## src/rtl/set_pkg.sv

```systemverilog
// set_pkg: shared widths, job record and FSM state for the SET dispatcher.
// Contents: COORD_W/RADIUS_W/CAND_W widths, CAND_TIMEOUT, job_t, state_t.
package set_pkg;

   localparam int COORD_W   = 4;
   localparam int CENTRAL_W = 2 * COORD_W;
   localparam int RADIUS_W  = 4;
   localparam int CAND_W    = 8;
   localparam int TAG_W_MAX = 16;

   localparam logic [CAND_W-1:0] CAND_TIMEOUT = 8'hFF;

   // Tag field is sized for the widest supported tag; the
   // dispatcher zero-extends its TAG_W counter into it.
   typedef struct packed {
      logic [CENTRAL_W-1:0] central;
      logic [RADIUS_W-1:0]  radius;
      logic [TAG_W_MAX-1:0] tag;
   } job_t;

   typedef enum logic [1:0] {
      ST_IDLE,
      ST_WAIT,
      ST_HOLD
   } state_t;

endpackage

```

## src/rtl/set_job_fifo.sv

```systemverilog
// set_job_fifo: synchronous job queue, FIFO_DEPTH entries (power of 2).
// Ports: clk, rst (sync, high), push/push_job, pop, head, full, empty.
module set_job_fifo
   import set_pkg::*;
#(
   parameter int FIFO_DEPTH = 4
) (
   input  logic clk,
   input  logic rst,
   input  logic push,
   input  job_t push_job,
   input  logic pop,
   output job_t head,
   output logic full,
   output logic empty
);

   localparam int AW = $clog2(FIFO_DEPTH);

   job_t mem [FIFO_DEPTH];

   // One extra pointer bit tells full from empty.
   logic [AW:0] wr_ptr;
   logic [AW:0] rd_ptr;
   logic        do_push;
   logic        do_pop;

   assign do_push = push && !full;
   assign do_pop  = pop && !empty;

   always_ff @(posedge clk) begin
      if (rst) begin
         wr_ptr <= '0;
         rd_ptr <= '0;
      end else begin
         if (do_push)
            wr_ptr <= wr_ptr + (AW+1)'(1);
         if (do_pop)
            rd_ptr <= rd_ptr + (AW+1)'(1);
      end
   end

   always_ff @(posedge clk) begin
      if (do_push)
         mem[wr_ptr[AW-1:0]] <= push_job;
   end

   assign head  = mem[rd_ptr[AW-1:0]];
   assign empty = (wr_ptr == rd_ptr);
   assign full  = (wr_ptr[AW-1:0] == rd_ptr[AW-1:0]) &&
                  (wr_ptr[AW] != rd_ptr[AW]);

endmodule

```

## src/rtl/set_dispatcher.sv

```systemverilog
// set_dispatcher: queues (central, radius) jobs and runs them one at a
// time on the SET engine, returning tagged candidate counts in order.
// Ports: clk, rst (sync, high); req_* job input (valid/ready);
// set_* engine handshake (en pulse, busy, valid, candidate);
// res_* tagged result output (valid/ready); idle.
// Option macro SET_TIMEOUT_EN: WAIT timeout after TIMEOUT_CYC cycles,
// result 8'hFF, sticky timeout_err output. TAG_W must be <= 16.
module set_dispatcher
   import set_pkg::*;
#(
   parameter int FIFO_DEPTH  = 4,
   parameter int TAG_W       = 6,
   parameter int TIMEOUT_CYC = 256
) (
   input  logic                 clk,
   input  logic                 rst,
   input  logic                 req_valid,
   output logic                 req_ready,
   input  logic [CENTRAL_W-1:0] req_central,
   input  logic [RADIUS_W-1:0]  req_radius,
   output logic                 set_en,
   output logic [CENTRAL_W-1:0] set_central,
   output logic [RADIUS_W-1:0]  set_radius,
   input  logic                 set_busy,
   input  logic                 set_valid,
   input  logic [CAND_W-1:0]    set_candidate,
   output logic                 res_valid,
   input  logic                 res_ready,
   output logic [CAND_W-1:0]    res_candidate,
   output logic [TAG_W-1:0]     res_tag,
   output logic                 idle
`ifdef SET_TIMEOUT_EN
   ,
   output logic                 timeout_err
`endif
);

   state_t           state;
   logic [TAG_W-1:0] tag_cnt;
   logic [TAG_W-1:0] cur_tag;
   job_t             push_job;
   job_t             head;
   logic             full;
   logic             empty;
   logic             push;
   logic             issue;

   assign req_ready = !full && !rst;
   assign push      = req_valid && req_ready;
   assign issue     = (state == ST_IDLE) && !empty && !set_busy;
   assign idle      = empty && (state == ST_IDLE);

   always_comb begin
      push_job         = '0;
      push_job.central = req_central;
      push_job.radius  = req_radius;
      push_job.tag     = TAG_W_MAX'(tag_cnt);
   end

   set_job_fifo #(
      .FIFO_DEPTH(FIFO_DEPTH)
   ) u_fifo (
      .clk     (clk),
      .rst     (rst),
      .push    (push),
      .push_job(push_job),
      .pop     (issue),
      .head    (head),
      .full    (full),
      .empty   (empty)
   );

   // Upper tag bits are always zero; only TAG_W of them are consumed.
   logic unused_head_tag;
   assign unused_head_tag = ^head.tag;

`ifdef SET_TIMEOUT_EN
   localparam int TO_W = $clog2(TIMEOUT_CYC + 1);
   localparam logic [TO_W-1:0] TO_LAST = TO_W'(TIMEOUT_CYC - 1);
   logic [TO_W-1:0] wait_cnt;
`else
   logic unused_timeout;
   assign unused_timeout = (TIMEOUT_CYC != 0);
`endif

   always_ff @(posedge clk) begin
      if (rst) begin
         state         <= ST_IDLE;
         set_en        <= 1'b0;
         set_central   <= '0;
         set_radius    <= '0;
         res_valid     <= 1'b0;
         res_candidate <= '0;
         res_tag       <= '0;
         cur_tag       <= '0;
         tag_cnt       <= '0;
`ifdef SET_TIMEOUT_EN
         wait_cnt      <= '0;
         timeout_err   <= 1'b0;
`endif
      end else begin
         set_en <= 1'b0;
         if (push)
            tag_cnt <= tag_cnt + TAG_W'(1);
         unique case (state)
            ST_IDLE: begin
               if (issue) begin
                  set_en      <= 1'b1;
                  set_central <= head.central;
                  set_radius  <= head.radius;
                  cur_tag     <= head.tag[TAG_W-1:0];
`ifdef SET_TIMEOUT_EN
                  wait_cnt    <= '0;
`endif
                  state       <= ST_WAIT;
               end
            end
            ST_WAIT: begin
               if (set_valid) begin
                  res_candidate <= set_candidate;
                  res_tag       <= cur_tag;
                  res_valid     <= 1'b1;
                  state         <= ST_HOLD;
               end
`ifdef SET_TIMEOUT_EN
               else if (wait_cnt == TO_LAST) begin
                  res_candidate <= CAND_TIMEOUT;
                  res_tag       <= cur_tag;
                  res_valid     <= 1'b1;
                  timeout_err   <= 1'b1;
                  state         <= ST_HOLD;
               end else begin
                  wait_cnt <= wait_cnt + TO_W'(1);
               end
`endif
            end
            ST_HOLD: begin
               if (res_ready) begin
                  res_valid <= 1'b0;
                  state     <= ST_IDLE;
               end
            end
            default: state <= ST_IDLE;
         endcase
      end
   end

endmodule

```

## config.mk

```make
export PLATFORM = sky130hd
export DESIGN_NAME = set_dispatcher
export DESIGN_NICKNAME = d
export VERILOG_FILES = /design/src/rtl/set_pkg.sv /design/src/rtl/set_job_fifo.sv /design/src/rtl/set_dispatcher.sv
export SDC_FILE = /design/constraint.sdc
export NUM_CORES = 1
export LEC_CHECK = 0
export ABC_AREA = 0
export BUFFER_PORTS_ARGS = -buffer_cell sky130_fd_sc_hd__buf_2
export CORE_MARGIN = 2
export CORE_UTILIZATION = 40
export CTS_CLUSTER_DIAMETER = 30
export CTS_CLUSTER_SIZE = 24
export DETAILED_ROUTE_END_ITERATION = 10
export SETUP_SLACK_MARGIN = 0.5
export SYNTH_ARGS = -nofsm -noshare
export SYNTH_HDL_FRONTEND = slang
export SYNTH_HIERARCHICAL = 1
export SYNTH_SLANG_ARGS = --single-unit
```

## constraint.sdc

```tcl
create_clock -name clk -period 4.77 [get_ports clk]
set_input_delay 0.2385 -clock clk [delete_from_list [all_inputs] [get_ports clk]]
set_output_delay 0.2385 -clock clk [all_outputs]
set_load 0.01 [all_outputs]
```

; Word-level counts from Yosys, hierarchy flattened
; Memories as Yosys holds them, arrays and structs flattened. A register that Yosys moved wholly into a read port is not among the register bits.
; Index checks and enable logic that the tools add are counted.
; Widths: inputs -> output; s select.
[op_classes]
add_sub_neg = 3
muxes = 10
bitwise_logic = 1
reduce_logical = 19
eq_ne = 8
[op_table]
columns = operator, n
row1 = $logic_and 1x1->1, 8
row2 = $add 3x1->3 const B, 2
row3 = $add 6x1->6 const B, 1
row4 = $mux 2, 3
row5 = $pmux 2 s3, 1
row6 = $reduce_and 3->1, 2
row7 = $mux 1, 5
row8 = $logic_not 1->1, 4
row9 = $ne 2x2->1 const B, 2
row10 = $reduce_and 2->1, 2
row11 = $eq 3x3->1, 1
row12 = $eq 2x1->1 const B, 1
row13 = $eq 2x2->1, 1
row14 = $eq 2x2->1 const B, 1
row15 = $logic_not 2->1, 1
row16 = $ne 2x1->1 const B, 1
row17 = $pmux 1 s2, 1
row18 = $reduce_bool 2->1, 1
row19 = $reduce_or 2->1, 1
row20 = $ne 1x1->1, 1
row21 = $not 1->1, 1
[totals]
mem_count = 1
word_cells = 50
mem_bits_rw = 72
output_inout_bits = 30
ff_bits = 30
[mem_list]
columns = name, depth, width, rd, rd_clocked_by_memory_dff, wr, line_no
row1 = u_fifo.mem, 4, 18, 1, 1, 1, set_job_fifo.sv:20  ; job_t mem [FIFO_DEPTH];

; Depth between registers and ports, before layout
; Gate-level depths: netlist of run 1.
[logic_depth]
ltp_word = 8
ltp_mapped = 10
mapped_depth_nobuf = 8

; Cells and area by module
; The synthesis of run 1 kept the hierarchy.
[by_module_without_submodules]
columns = mod, n_inst, cells_per_inst, area_each_um2
row1 = set_job_fifo, 1, 214, 4609.4
row2 = set_dispatcher, 1, 192, 1672.9

; Least setup slack after synthesis of run 1
; OpenSTA, ideal clock, no wires.
[synth_path]
kind = flip-flop to flip-flop
start = reg u_fifo.rd_ptr[1]
end = mem u_fifo/mem[3][0] in the netlist's numbering (enable)
required_ps = 4340
slack_ps = 1292
n_path_buf = 1
path_stages_with_launch = 8
t_arrival_ps = 3047
cell_sequence = dfxtp_1 -> clkbuf_4 -> xnor2_1 -> nand2_1 -> nor2_1 -> nor3b_2 -> nand2_1 -> a31oi_1
[synth_between]
elab_chain_len = 8
[synth_rtl]
columns = element, line_no
row1 = from (decl), set_job_fifo.sv:24  ; logic [AW:0] rd_ptr;
row2 = from (signal assigned), set_job_fifo.sv:39  ; rd_ptr <= rd_ptr + (AW+1)'(1);
row3 = $eq 2x2->1, set_job_fifo.sv:50  ; assign full = (wr_ptr[AW-1:0] == rd_ptr[AW-1:0]) &&
row4 = $logic_and 1x1->1, set_job_fifo.sv:50
row5 = named net full, set_dispatcher.sv:43  ; logic full;
row6 = $logic_not 1->1, set_dispatcher.sv:48  ; assign req_ready = !full && !rst;
row7 = $logic_and 1x1->1, set_dispatcher.sv:48
row8 = $logic_and 1x1->1, set_dispatcher.sv:49  ; assign push = req_valid && req_ready;
row9 = named net push, set_dispatcher.sv:45  ; logic push;
row10 = $logic_and 1x1->1, set_job_fifo.sv:28  ; assign do_push = push && !full;
row11 = $mux 1, set_job_fifo.sv:44  ; if (do_push)
row12 = $mux 1 (not written as such), set_job_fifo.sv:45  ; mem[wr_ptr[AW-1:0]] <= push_job;
row13 = to (decl), set_job_fifo.sv:20
; The timed path passes the listed nets, and every way through them passes these cells.

; Worst setup path in the final report of run 1
[layout_path]
start = reg u_fifo.wr_ptr[0]
end = mem u_fifo/mem[0][1] in the netlist's numbering (enable)
[layout_between]
elab_chain_len = 8
[layout_rtl]
columns = element, line_no
row1 = from (decl), set_job_fifo.sv:23  ; logic [AW:0] wr_ptr;
row2 = from (signal assigned), set_job_fifo.sv:37  ; wr_ptr <= wr_ptr + (AW+1)'(1);
row3 = $eq 2x2->1, set_job_fifo.sv:50
row4 = $logic_and 1x1->1, set_job_fifo.sv:50
row5 = named net full, set_dispatcher.sv:43
row6 = $logic_not 1->1, set_dispatcher.sv:48
row7 = $logic_and 1x1->1, set_dispatcher.sv:48
row8 = $logic_and 1x1->1, set_dispatcher.sv:49
row9 = named net push, set_dispatcher.sv:45
row10 = $logic_and 1x1->1, set_job_fifo.sv:28
row11 = $mux 1, set_job_fifo.sv:44
row12 = $mux 1 (not written as such), set_job_fifo.sv:45
; The timed path passes the listed nets, and every way through them passes these cells.

==> results_dict.tcl, run 1 <==
set metrics [dict create \
    cts_buffers 17 \
    area.growth.synth_to_final_pct 20.0 \
    vias_per_cell 5.06 \
    io_pins 56 \
    route.detailed.drc 0 \
    gp_congestion 0.854 \
    drive_above_1_share_pct 33.5 \
    die_y_um 114 \
    fin_setup_tns_ns 0 \
    relSlewSlack_pct 31.0 \
    post_drt_wl_per_cell_um 15.8 \
    die_area_sq_um 13000 \
    nets 443 \
    num_antenna_cells 0 \
    grt.overflow.total 0 \
    max_freq_ghz 0.304 \
    num_vias 2892 \
    drt-pass1-iter-count 5 \
    grt_setup_unrepaired "false" \
    cts_sinks 122 \
    core-area_sq_um 11900 \
    crit_type "flop to flop" \
    finalCritPeriodShare_pct 69.0 \
    endpoint_kind "flop" \
    synth_fp_nets 387 \
    port_buffers 55 \
    crit_fanout 18 \
    root_buffer "clkbuf_16" \
    ant_nets 0 \
    p_leak_nw 2.07 \
    synth_cells 355 \
    clk_pin_slew_ns 0.06 \
    maxSlewViolCount 0 \
    peakVddDrop_mv 0.272 \
    drtIter0Drc 139 \
    clockBufferDepth 2 \
    cp-start-kind "flop" \
    rows 40 \
    crit_arrival_ns 3.30 \
    antenna_found_initial 0 \
    placed_area_sq_um 5180 \
    wirelength_um 9010 \
    grt_usage_pct 14.7 \
    setup_violations 0 \
    worst_slew_pin_slew_ns 1.04 \
    post_cts_resized 0 \
    hpwl_um 5640 \
    syn-cell-area_sq_um 4850 \
    hold_violations 0 \
    grt_pass1_wl_um 14600 \
    final_cell_area_sq_um 5820 \
    mostFrequentLayoutCells "edfxtp_1, nand2_1, buf_2" \
    cts_hold_buf 0 \
    grt_pass1_vias 2739 \
    die_w_um 114 \
    p_per_area_nw_per_um2 527 \
    final_common_cell "edfxtp_1" \
    grt_max_degree 53 \
    avgSynthCellArea_sq_um 13.7 \
    post-route-min-period_ns 3.29 \
    h-tree-depth 4 \
    nFillCells 1041 \
    start_util_pct 40.7 \
    outcome "completed" \
    min_path_type "input port to flop" \
    synth-warning-count 6 \
    cap_violations 0 \
    clk_latency_ns 0.40 \
    cts_setup_buffers 0 \
    skew_ns 0.00872 \
    cts_tree "built" \
    cp.required_ns 4.78 \
]
## per-stage QoR
stage / util (%) / instances / power [W] / setup slack [ns] / hold WS (ns)
3_3_place_gp: 43.5 / 539 / 0.00172 / 1.59 / 0.438
5_1_grt: 48.9 / 571 / 0.00321 / 1.05 / 0.0442
3_5_place_dp: 43.5 / 539 / 0.00174 / 1.43 / 0.444
2_1_floorplan: - / 355 / 0.00164 / 1.81 / 0.337
4_1_cts: 48.9 / 571 / 0.00311 / 1.41 / 0.0397
6_report: 48.9 / 571 / 0.00307 / 1.48 / 0.0600
## layout make-up
| type | count | area (sq um) | share of cell area, % |
|---|---|---|---|
| multi-input cells | 205 | 1510 | 26.0 |
| repair buffers | 57 | 290 | 4.98 |
| inverters | 8 | 35.0 | 0.602 |
| flip-flops and latches | 122 | 3160 | 54.3 |
| clock buffers | 17 | 425 | 7.31 |
| well taps | 147 | 184 | 3.16 |
| clock inverters | 15 | 214 | 3.67 |
## flip-flops by register name, summed over array words and instances, names as in the netlist, named ones only
name           count
u_fifo/mem        72
state              2
cur_tag            6
u_fifo/rd_ptr      3
res_candidate      8
res_valid          1
tag_cnt            6
res_tag            6
set_en             1
set_radius         4
u_fifo/wr_ptr      3
set_central        8
## worst max-delay path, cell delays in order (launching register included)
cell and delay [ns]:
dfxtp_1 0.47, xnor2_1 0.25, nand2_1 0.23, nor2_1 0.12, nor3b_2 0.66, inv_1 0.12, a31oi_1 0.23, and2_1 0.82
## layer usage
metal | up-vias | part of all wire (%) | GRT usage (%)
li1 | 1423 | - | -
met5 | - | 0 | 0
met2 | 61 | 50 | 24.0
met4 | 0 | 0.47 | 5.61
met1 | 1406 | 46 | 19.2
met3 | 2 | 3.2 | 3.49
## where the power goes
group	internal (W)	switching (W)
Sequential	0.00119	0.0000503
Clock	0.000887	0.000476
Combinational	0.000197	0.000273
## worst paths after layout
path | from | endpoint | slack [ns] | cells after the start
worst max-delay path | u_fifo/wr_ptr[0] | u_fifo/mem[0][1] | 1.48 | 7
worst min-delay path | req_central[2] | u_fifo/mem[0][22] | 0.06 | 1
worst max register to register | u_fifo/wr_ptr[0] | u_fifo/mem[0][1] | 1.48 | 7
worst min register to register | res_candidate[0] | res_candidate[0] | 0.45 | 2
No activity file was read; power rests on OpenSTA's default activity.
==> run 2: changes to the inputs <==
--- a/config.mk
+++ b/config.mk
@@ -5,7 +5,7 @@
 export SDC_FILE = /design/constraint.sdc
 export NUM_CORES = 1
 export LEC_CHECK = 0
-export ABC_AREA = 0
+export ABC_AREA = 1
 export BUFFER_PORTS_ARGS = -buffer_cell sky130_fd_sc_hd__buf_2
 export CORE_MARGIN = 2
 export CORE_UTILIZATION = 40
==> constraint.sdc (replaced) <==
create_clock -name clk -period 3 [get_ports clk]
set_input_delay 0.15 -clock clk [delete_from_list [all_inputs] [get_ports clk]]
set_output_delay 0.15 -clock clk [all_outputs]
set_load 0.01 [all_outputs]
==> run 2 against run 1 <==
Net effect: die area fell by 1.4%; combinational power down 6.0%; worst setup slack lost 0.68 ns; utilization grew 2.1 points; flip-flop and latch count stayed put; critical path depth grew 6; sequential power grew 54%; design area up 1.2%; critical endpoint is now u_fifo/mem[3][19]; highest routed layer unchanged.
==> results_dict.tcl, run 2 <==
set metrics [dict create \
    wirelength_um 9040 \
    hold_violations 0 \
    outcome "completed" \
    io_pins 56 \
    post_cts_resized 0 \
    grt_pass1_vias 3098 \
    synth-warning-count 6 \
    num_antenna_cells 0 \
    min_from "res_ready" \
    start_util_pct 41.4 \
    cpMaxStageDelayCell "dfxtp_1" \
    fin_util_pct 51.0 \
    place_ws_ns 0.801 \
    drtIter0Drc 263 \
    path_buf_inv 6 \
    root_buffer "clkbuf_16" \
    grt_pass1_wl_um 14600 \
    gp_congestion 0.783 \
    largest_reg_flops 72 \
    use_met1_pct 19.0 \
    core-area_sq_um 11600 \
    avgSynthCellArea_sq_um 10.6 \
    cp_slowest_stage_delay_ns 0.44 \
    holdPathStages 3 \
    final_common_cell "nor2_1" \
    grt.overflow.total 0 \
    min_path_type "input port to flop" \
    final_cells 683 \
    die_w_um 113 \
    rows 39 \
    crit_type "flop to flop" \
    max_freq_ghz 0.455 \
    antenna_found_initial 0 \
    peakVddDrop_mv 0.381 \
    use_met3_pct 3.91 \
    synth_cells 452 \
    finalCritPeriodShare_pct 73.3 \
    reg2regPathDepth 13 \
    hpwl_um 5710 \
    h-tree-depth 4 \
    grt_max_degree 37 \
    route.detailed.drc 0 \
    p_leak_nw 2.36 \
    use_met2_pct 23.1 \
    die_area_sq_um 12800 \
    cp.required_ns 3.07 \
    cts_sinks 122 \
    synth_fp_nets 484 \
    port_buffers 55 \
    place_inst 631 \
    cts_setup_buffers 0 \
    area.growth.synth_to_final_pct 23.2 \
    drive_above_1_share_pct 19.6 \
    vias_per_cell 4.86 \
    p_per_area_nw_per_um2 735 \
    cp_cell_sequence "inv_2 > nand2_1 > nand2_1 > nand3_2 > inv_1 > nor2_4 > nand2_2 > inv_1 > nand2_1 > inv_1 > nand2_1 > inv_1 > buf_4" \
    top_usage_layer "met2" \
    r2r_slack_ns 0.80 \
    cts_buffers 17 \
    cts_tree "built" \
    r2r-end "u_fifo/mem[3][19]" \
    post-route-min-period_ns 2.20 \
    worst_slew_pin_slew_ns 0.898 \
    grt_usage_pct 14.6 \
    crit_arrival_ns 2.27 \
    cap_violations 0 \
    r2r-start "u_fifo/wr_ptr[0]" \
    fin_setup_tns_ns 0 \
    ant_nets 0 \
    clockBufferDepth 2 \
    grt_setup_unrepaired "false" \
    die_y_um 113 \
    setup_violations 0 \
    num_vias 3321 \
    drt-pass1-iter-count 4 \
    crit_fanout 18 \
    nFillCells 1013 \
    cp-start-kind "flop" \
    mostFrequentLayoutCells "nor2_1, edfxtp_1, o21ai_0, buf_2, dfxtp_1" \
    clk_latency_ns 0.40 \
    critPathLaunch "u_fifo/wr_ptr[0]" \
    syn-cell-area_sq_um 4780 \
    fin_ws_ns 0.801 \
    clk_pin_slew_ns 0.06 \
    holdPathEnd "state[1]" \
    crit_family "buffers and inverters" \
    relSlewSlack_pct 40.1 \
    nets 559 \
    endpoint_kind "flop" \
    post_drt_wl_per_cell_um 13.2 \
    skew_ns 0.0109 \
    power.total_w 0.00433 \
    maxSlewViolCount 0 \
]
## run 2: cell types whose count changed in the layout (fill, tap and decap cells not counted), moves of 19 or more
cell,delta
nand2_1,-23
dlygate4sd3_1,+20
nor2_1,+96
o21ai_0,+48
inv_1,+19
## run 2: repair_timing
item                                    CTS  global route
endpoints found under the setup margin    0             0
hold buffers                             20             0
hold endpoints to repair                 56             0
## run 2: worst min-delay path, cell delays in order
cell,delay (ns)
buf_2,0.09
nand3b_1,0.10
a21oi_1,0.06
## run 2: final cells by class
class                   count  area [sq um]  share of cell area, %
clock inverters            15           168                   2.85
well taps                 143           179                   3.04
inverters                  31           116                   1.97
flip-flops and latches    122          3160                   53.7
multi-input cells         273          1310                   22.3
repair buffers             82           528                   8.96
clock buffers              17           425                   7.22
## run 2: worst max-delay path by stage
stage | endpoint | slack (ns) | cells after the start
floorplan | u_fifo/mem[0][0] | 0.52 | 10
global placement | u_fifo/mem[3][23] | 0.86 | 13
finish | u_fifo/mem[3][19] | 0.80 | 13
CTS | u_fifo/mem[3][18] | 0.78 | 13
global route | u_fifo/mem[3][4] | 0.56 | 13
detailed placement | u_fifo/mem[3][23] | 0.80 | 13
## run 2: per-layer routing
layer  vias to the layer above  share of wire (%)
li1                       1692                  -
met4                         0               0.75
met1                      1527                 47
met5                         -                  0
met2                        97                 46
met3                         5                5.9
## run 2: stage by stage
stage,instance area [sq um],hold WS (ns)
floorplan,4780,0.249
global placement,5100,0.370
detailed placement,5100,0.374
CTS,5890,0.0277
global route,5890,0.0568
finish,5890,0.0496
## run 2: where the power goes
group	switching, W	internal, W	total [W]
combinational	0.000279	0.000164	0.000442
sequential	0.0000456	0.00186	0.00191
clock	0.000738	0.00124	0.00198
==> run 3: changes to the inputs <==
==> constraint.sdc (replaced) <==
create_clock -name clk -period 2 [get_ports clk]
set_input_delay 0.1 -clock clk [delete_from_list [all_inputs] [get_ports clk]]
set_output_delay 0.1 -clock clk [all_outputs]
set_load 0.01 [all_outputs]
==> run 3 against run 2 <==
Net effect: combinational power increased by 130%; clock power increased by 65%; maximum frequency increased by 23%; hold slack got worse by 0.019 ns; via count increased by 12%; largest cell class unchanged; largest power group unchanged.
==> results_dict.tcl, run 3 (synthesis gave the netlist of run 2 again) <==
set metrics [dict create \
    outcome "completed" \
    ant_nets 0 \
    cp_common_cell "buf_6" \
    reg2regPathDepth 14 \
    cts_tree "built" \
    clockBufferDepth 2 \
    setup_violations 0 \
    path_buf_inv 7 \
    post_drt_wl_per_cell_um 16.3 \
    vias_per_cell 5.06 \
    peakVddDrop_mv 0.602 \
    grt_pass1_vias 3625 \
    hold_violations 0 \
    crit_type "flop to flop" \
    fin_util_pct 59.6 \
    hpwl_um 6390 \
    crit_fanout 5 \
    num_antenna_cells 0 \
    wirelength_um 12000 \
    gp_congestion 0.776 \
    cp_cell_sequence "inv_4 > nand2_2 > nand2_2 > nand3_4 > inv_2 > nor2_4 > nand2_4 > clkinv_4 > buf_6 > nand2_4 > nor2_4 > buf_6 > buf_6 > buf_12" \
    r2r-start "u_fifo/wr_ptr[0]" \
    clk_latency_ns 0.41 \
    h-tree-depth 4 \
    cts_sinks 122 \
    maxSlewViolCount 0 \
    rows 39 \
    endpoint_kind "flop" \
    grt.overflow.total 0 \
    antenna_found_initial 0 \
    grt_pass1_wl_um 18600 \
    grt_setup_unrepaired "true" \
    largest_reg_flops 72 \
    holdPathStages 2 \
    cap_violations 0 \
    start_util_pct 41.4 \
    nets 611 \
    route.detailed.drc 0 \
    min_path_type "input port to flop" \
    drive_above_1_share_pct 34.8 \
    r2r_slack_ns 0.21 \
    mostFrequentLayoutCells "nor2_1, edfxtp_1, buf_2" \
    min_from "rst" \
    die_w_um 113 \
    post-route-min-period_ns 1.79 \
    relSlewSlack_pct 72.5 \
    cts_buffers 17 \
    crit_family "simple AND/OR/NAND/NOR gates" \
    worst_slew_pin_slew_ns 0.413 \
    fin_setup_tns_ns 0 \
    p_leak_nw 2.79 \
    drt-pass1-iter-count 4 \
    die_area_sq_um 12800 \
    crit_arrival_ns 1.91 \
    grt_max_degree 23 \
    cpMaxStageDelayCell "dfxtp_4" \
    grt_usage_pct 19.0 \
    max_freq_ghz 0.558 \
    die_y_um 113 \
    port_buffers 55 \
    cp.required_ns 2.12 \
    num_vias 3719 \
    root_buffer "clkbuf_16" \
    cp-start-kind "flop" \
    skew_ns 0.00947 \
    final_common_cell "nor2_1" \
    io_pins 56 \
    core-area_sq_um 11600 \
    cp_slowest_stage_delay_ns 0.36 \
    holdPathEnd "tag_cnt[0]" \
    clk_pin_slew_ns 0.05 \
    finalCritPeriodShare_pct 89.6 \
    drtIter0Drc 179 \
    area.growth.synth_to_final_pct 44.0 \
    p_per_area_nw_per_um2 1030 \
    r2r-end "u_fifo/mem[0][25]" \
]
==> run 3: changes by cell type in the layout (fill, tap and decap cells not counted), sizes merged <==
| cell | delta |
|---|---|
| buf | +48 |
| bufinv | -1 |
| clkbuf | +14 |
| clkinv | -3 |
| clkinvlp | -2 |
| dlygate4sd3 | +2 |
| inv | -7 |
| nand2 | +1 |
==> run 3: worst max-delay path by stage <==
stage                     startpoint           endpoint  slack (ns)  depth (start not counted)
detailed placement  u_fifo/wr_ptr[0]  u_fifo/mem[3][24]        0.22                         13
global route        u_fifo/wr_ptr[0]  u_fifo/mem[3][27]        0.13                         15
CTS                 u_fifo/wr_ptr[0]  u_fifo/mem[1][16]        0.23                         13
global placement    u_fifo/rd_ptr[0]  u_fifo/mem[3][23]        0.26                         13
finish              u_fifo/wr_ptr[0]  u_fifo/mem[0][25]        0.21                         14
floorplan           u_fifo/wr_ptr[1]   u_fifo/mem[0][0]        0.17                         10
==> run 3: timing repair <==
item,4_1_cts,5_1_grt
pin swaps,11,10
hold buffers,22,0
resized for setup,44,51
cloned,8,1
endpoints found under the hold margin,59,0
setup endpoints to repair,97,102
setup buffers,31,5
==> run 3: worst register-to-register path, delay by kind of cell (launching register included) <==
kind | cells | cell delay (ns)
DFF | 1 | 0.36
buffers and inverters | 7 | 0.56
and+or+nand+nor | 7 | 0.57
==> run 3: cell type report <==
type | instances | area [sq um]
fill | 880 | 4680
multi-input combinational | 274 | 1500
clock buffer | 30 | 621
sequential | 122 | 3180
inverter | 31 | 143
clock inverter | 2 | 35.0
timing repair buffer | 133 | 1230
tap | 143 | 179
==> run 3: per-layer routing <==
layer / share of wire, % / GRT usage [%] / vias to the layer above
met5: 0 / 0 / -
met4: 1.8 / 7.80 / 0
met3: 4.2 / 4.18 / 19
met2: 52 / 32.7 / 95
met1: 42 / 23.2 / 1807
li1: - / - / 1798
==> run 3: stage by stage <==
stage               setup slack (ns)  area (sq um)  instances  hold WS (ns)  power [W]
global route                   0.135          6890        735        0.0397    0.00739
detailed placement             0.221          5270        636         0.325    0.00361
finish                         0.208          6890        735        0.0310    0.00713
floorplan                      0.173          4850        452         0.199    0.00339
global placement               0.256          5270        636         0.319    0.00358
CTS                            0.228          6690        729        0.0177    0.00706
==> run 3: power by group <==
| part | internal [W] | switching (W) |
|---|---|---|
| Clock | 0.00222 | 0.00104 |
| Combinational | 0.000438 | 0.000562 |
| Sequential | 0.00280 | 0.0000740 |
